`config.mk`:
```
export PLATFORM = sky130hd
export DESIGN_NAME = shared_register_arbiter
export DESIGN_NICKNAME = d
export VERILOG_FILES = /design/src/rtl/shared_register_arbiter.sv
export SDC_FILE = /design/constraint.sdc
export NUM_CORES = 1
export LEC_CHECK = 0
export ABC_AREA = 1
export BUFFER_PORTS_ARGS = -buffer_cell sky130_fd_sc_hd__buf_4
export CORE_MARGIN = 2
export CORE_UTILIZATION = 50
export DETAILED_ROUTE_END_ITERATION = 12
export PLACE_DENSITY_LB_ADDON = 0.3
export SYNTH_ARGS = -nofsm -noshare
export SYNTH_HDL_FRONTEND = slang
export SYNTH_SLANG_ARGS = --single-unit
```
`constraint.sdc`:
```
create_clock -name clk -period 3.4 [get_ports clk]
set_clock_uncertainty 0.15 [all_clocks]
set_input_delay 1.02 -clock clk [delete_from_list [all_inputs] [get_ports clk]]
set_output_delay 1.02 -clock clk [all_outputs]
set_load 0.02 [all_outputs]
```
`src/rtl/shared_register_arbiter.sv`:
```
// Round-robin arbiter and load sequencer for one shared parallel-load register.
// Grants one requester per three-cycle IDLE -> LOAD -> RELEASE transaction.
module shared_register_arbiter #(
  parameter  int N = 4,
  parameter  int M = 4,
  localparam int W = $clog2(M)
) (
  input  logic           clk,
  input  logic           rst_n,
  input  logic [M-1:0]   req,
  input  logic [M*N-1:0] wdata,
  output logic [M-1:0]   ack,
  output logic [W-1:0]   owner,
  output logic           busy,
  output logic [N-1:0]   Q
);

  typedef enum logic [1:0] {
    IDLE,
    LOAD,
    RELEASE
  } state_t;

  state_t       state;
  logic [W-1:0] rr_ptr;
  logic [W-1:0] winner;
  logic [W:0]   sum;
  logic         found;
  logic [N-1:0] odata;

  // first set request at or after rr_ptr, wrapping modulo M
  always_comb begin
    winner = rr_ptr;
    found  = 1'b0;
    sum    = '0;
    for (int k = 0; k < M; k++) begin
      sum = {1'b0, rr_ptr} + (W+1)'(k);
      if (sum >= (W+1)'(M))
        sum = sum - (W+1)'(M);
      if (!found && req[sum[W-1:0]]) begin
        winner = sum[W-1:0];
        found  = 1'b1;
      end
    end
  end

  always_comb begin
    odata = '0;
    for (int i = 0; i < M; i++)
      if (owner == W'(i))
        odata = wdata[i*N +: N];
  end

  always_comb begin
    ack = '0;
    for (int i = 0; i < M; i++)
      ack[i] = (state == RELEASE) && (owner == W'(i));
  end

  assign busy = (state != IDLE);

  always_ff @(posedge clk or negedge rst_n) begin
    if (!rst_n) begin
      state  <= IDLE;
      Q      <= '0;
      rr_ptr <= '0;
      owner  <= '0;
    end else begin
      unique case (state)
        IDLE: begin
          if (|req) begin
            owner <= winner;
            state <= LOAD;
          end
        end
        LOAD: begin
          // a withdrawn request aborts without touching Q or rr_ptr
          if (req[owner]) begin
            Q     <= odata;
            state <= RELEASE;
          end else begin
            state <= IDLE;
          end
        end
        RELEASE: begin
          rr_ptr <= (owner == W'(M-1)) ? '0 : owner + 1'b1;
          state  <= IDLE;
        end
        default: state <= IDLE;
      endcase
    end
  end

endmodule
```
# Word level (Yosys, flattened, before mapping)
# Cells that the tools add are included.
classes:
  addsub: 8
  magnitude_cmp: 9
  eq_ne: 6
  mux: 29
  reduce_logical: 16
ops:
  columns: ["cell", "n"]
  rows:
  - ["$mux W2", 11]
  - ["$mux W4", 4]
  - ["$lt A2 B3 Y1 const B", 5]
  - ["$bmux W1 S2", 5]
  - ["$ge A3 B3 Y1 const B", 3]
  - ["$mux W1", 8]
  - ["$sub A2 B1 Y2 const B", 4]
  - ["$logic_and A1 B1 Y1", 7]
  - ["$add A2 B2 Y3 const B", 2]
  - ["$eq A2 B2 Y1 const B", 3]
  - ["$eq A2 B1 Y1 const B", 2]
  - ["$logic_not A2 Y1", 2]
  - ["$pmux W2 S2", 1]
  - ["$reduce_and A2 Y1", 2]
  - ["$reduce_or A4 Y1", 1]
  - ["$add A2 B1 Y3 const B", 1]
  - ["$ge A2 B3 Y1 const B", 1]
  - ["$logic_not A1 Y1", 3]
  - ["$add A2 B1 Y2 const B", 1]
  - ["$ne A2 B2 Y1 const B", 1]
  - ["$reduce_bool A2 Y1", 1]
word_totals:
  reg_bits: 10
  in_bits: 22
  output_inout_bits: 11
  elab_cells: 72

# Logic depth before layout (Yosys ltp)
depth:
  ltp_word: 14
  depth_mapped: 13
  depth_no_buf: 12

# Least setup slack after synthesis
# No wires, ideal clock.
synth_timing:
  kind: "register to output"
  from: "register owner[0]"
  to: "output port ack[2]"
  arrival_time_ps: 1260
  slack_ps: 970
  stages_incl_launch_ff: 5
  path_buffers: 0
  path_cell_list: "dfrtp_1 -> inv_1 -> ha_1 -> inv_1 -> nor2_1"
synth_via:
  elab_chain_cells: 2
synth_rtl:
  columns: ["item", "line", "text"]
  rows:
  - ["from (decl)", "13", "output logic [W-1:0] owner,"]
  - ["from (signal assigned)", "72", "owner <= winner;"]
  - ["$eq A2 B2 Y1", "57", "ack[i] = (state == RELEASE) && (owner == W'(i));"]
  - ["$logic_and A1 B1 Y1", "57", null]
  - ["to (decl)", "12", "output logic [M-1:0] ack,"]
# Every way passes these cells.

# Worst setup path after layout
# Same ends and word-level chain as after synthesis.

==> results.json <==
{
  "yosys.area_share.simple_pct": 41.2,
  "post_cts_resized": 0,
  "vias": 940,
  "tns_ns": 0,
  "fmax_ghz": 0.375,
  "drc_errors": 0,
  "ys_seq_area_share_pct": 28.1,
  "coreArea_mm2": 0.00171,
  "reg2reg_to": "Q[0]",
  "critPathLaunch": "owner[0]",
  "antenna_found_initial": 0,
  "slew_headroom_pct": 73.7,
  "num_io_pins": 33,
  "cts_buffers": 3,
  "wl_mm": 2.12,
  "multiInputGateArea_um2": 548,
  "dieArea_mm2": 0.00213,
  "die_y_um": 46.2,
  "r2r_cells": 7,
  "track_usage_pct": 22.2,
  "r2r_slack_ns": 1.67,
  "finish.utilization_pct": 69.5,
  "clk_latency_ns": 0.26,
  "netlist_area_um2": 890,
  "synth_xor_area_share_pct": 0,
  "ys_ff_latch": 10,
  "nets": 193,
  "netlist.area_leader.share_pct": 28.1,
  "overflow": 0,
  "cts_max_level": 1,
  "slew_viol_final": 0,
  "routedWlPerCell_um": 11.1,
  "cp.arrival_ns": 1.50,
  "grt_max_degree": 11,
  "holdPathEnd": "Q[2]",
  "power_density_mw_per_mm2": 932,
  "rows": 15,
  "p_leak_nw": 0.655,
  "die_w_um": 46.2,
  "required_ns": 2.23,
  "rsz0062_at_grt": "no",
  "grt_pass1_vias": 823,
  "drive_gt1_share_pct": 32.5,
  "finalPower_w": 0.00111,
  "ant_nets": 0,
  "postCtsSetupBuffers": 0,
  "fin_hold_ws_ns": 0.378,
  "cp-end-kind": "primary output",
  "clock-sinks": 10,
  "tritoncts": "yes",
  "syn_area_per_cell_um2": 6.79,
  "initial_core_util_pct": 52.1,
  "nFillCells": 163,
  "portBuffers": 32,
  "syn2layout_area_growth_pct": 33.3,
  "tightestPinTransition_ns": 0.391,
  "grt_pass1_wl_mm": 3.39,
  "synth_compound_area_share_pct": 14.8,
  "place_hpwl_mm": 1.77,
  "synth.area.top_cells": "dfrtp_1 28%, nand2_1 16%, nand3_1 9.0%, inv_1 5.9%, ha_1 5.6%",
  "r2r_start": "owner[0]",
  "yosys.area_share.adder_pct": 5.63,
  "synth_cells": 131,
  "clockRootBuffer": "clkbuf_4",
  "peakVddDrop_v": 0.000574,
  "path_class": "reg -> out",
  "hp-class": "reg -> reg",
  "clk_pin_slew_ns": 0.07,
  "synth.net_count": 157,
  "hold_start": "Q[2]",
  "setup_viol": 0,
  "hold_viol": 0,
  "synth_top_family_by_area": "simple AND/OR/NAND/NOR gates",
  "post-route-period-util_pct": 78.5,
  "viasPerCell": 4.92,
  "finalWeightedCongestion": 0.821,
  "holdBufCountCts": 0,
  "yosysUniqueCellTypes": 21,
  "fin_crit_ns": 2.67,
  "first_iter_violations": 10,
  "ff_latch_area_um2": 250,
  "outcome": "finished clean",
  "clockBufferDepth": 2,
  "maxCapViolCount": 0,
  "synth_top_cell_by_area": "dfrtp_1",
  "synth_mux_area_share_pct": 0,
  "worstSetupStartpointType": "register",
  "whs_path_depth": 2,
  "ys_warn_count": 0,
  "dr.pass1.iters": 4,
  "critPathMaxFanout": 8,
  "antenna_cells": 0
}
-- final cells by class --
cell class | count | share of cell area, %
Multi-Input combinational cell | 100 | 46.2
Sequential cell | 10 | 21.1
Timing Repair Buffer | 32 | 20.3
Inverter | 20 | 6.75
Clock buffer | 4 | 3.06
Tap cell | 25 | 2.64
-- worst max-delay path, cell delays in order, from the launching register on --
cell	delay [ns]
dfrtp_1	0.46
inv_1	0.16
ha_1	0.24
inv_1	0.10
nor2_1	0.12
buf_4	0.15
-- cell usage after synthesis --
| master | n |
|---|---|
| buf_6 | 1 |
| nand2_2 | 6 |
| dfrtp_1 | 10 |
| nand2_4 | 4 |
| a21oi_4 | 1 |
| nor2_1 | 5 |
| o21ai_0 | 6 |
| inv_1 | 14 |
| clkinv_1 | 1 |
| nand3_1 | 16 |
| o211ai_1 | 4 |
| nor4_1 | 1 |
| inv_6 | 1 |
| nand2_1 | 39 |
| inv_2 | 4 |
| nor2_8 | 1 |
| ha_1 | 4 |
| a21oi_1 | 6 |
| nor2_2 | 1 |
| o21ai_1 | 5 |
| or2_1 | 1 |
-- per-stage QoR --
stage | std cells | setup slack, ns | instance area, um^2
6_report | 191 | 0.731 | 1190
4_1_cts | 191 | 0.715 | 1190
3_3_place_gp | 187 | 1.08 | 1150
3_5_place_dp | 187 | 1.02 | 1150
2_1_floorplan | 131 | 0.970 | 890
5_1_grt | 191 | 0.590 | 1190
-- logic make-up after synthesis --
| family | Yosys count |
|---|---|
| and+or+nand+nor | 74 |
| AOI/OAI and AO/OA | 22 |
| buffers and inverters | 21 |
| DFF | 10 |
| adders and majority gates | 4 |
-- registers in the layout, summed over array words and instances (netlist names) --
| signal | count |
|---|---|
| Q | 4 |
| state | 2 |
| owner | 2 |
| rr_ptr | 2 |
-- metal layers --
| layer | GRT usage [%] | routed length [um] | vias to the layer above | share of wire (%) |
|---|---|---|---|---|
| met1 | 29.9 | 981 | 419 | 46 |
| met3 | 4.31 | 103 | 2 | 4.9 |
| met2 | 33.6 | 1010 | 26 | 48 |
| li1 | - | - | 493 | - |
| met5 | 0 | 0 | - | 0 |
| met4 | 11.4 | 17 | 0 | 0.80 |
-- cell usage in the layout, fill, tap and decap left out --
cell	n
or2_1	1
nand2_2	6
nand3_1	16
nand2_4	4
o211ai_1	4
nor2_2	1
inv_1	14
clkbuf_8	1
clkbuf_4	3
inv_6	1
o21ai_1	5
a21oi_4	1
ha_1	4
inv_2	4
clkinv_1	1
a21oi_1	6
nor2_1	5
dfrtp_1	10
nor4_1	1
o21ai_0	6
nor2_8	1
nand2_1	39
buf_4	32
-- power breakdown --
group          total (W)  internal, W  switching [W]
Combinational   0.000759     0.000285       0.000475
Clock           0.000104    0.0000649      0.0000392
Sequential      0.000242     0.000176      0.0000666
-- how the worst max path moves through the flow --
stage,end,slack (ns),cells after the start
floorplan,ack[2],0.97,4
global placement,ack[2],1.08,5
detailed placement,ack[2],1.02,5
CTS,ack[2],0.72,5
global route,ack[2],0.59,5
finish,ack[2],0.73,5
(Power assumes the default switching activity.)
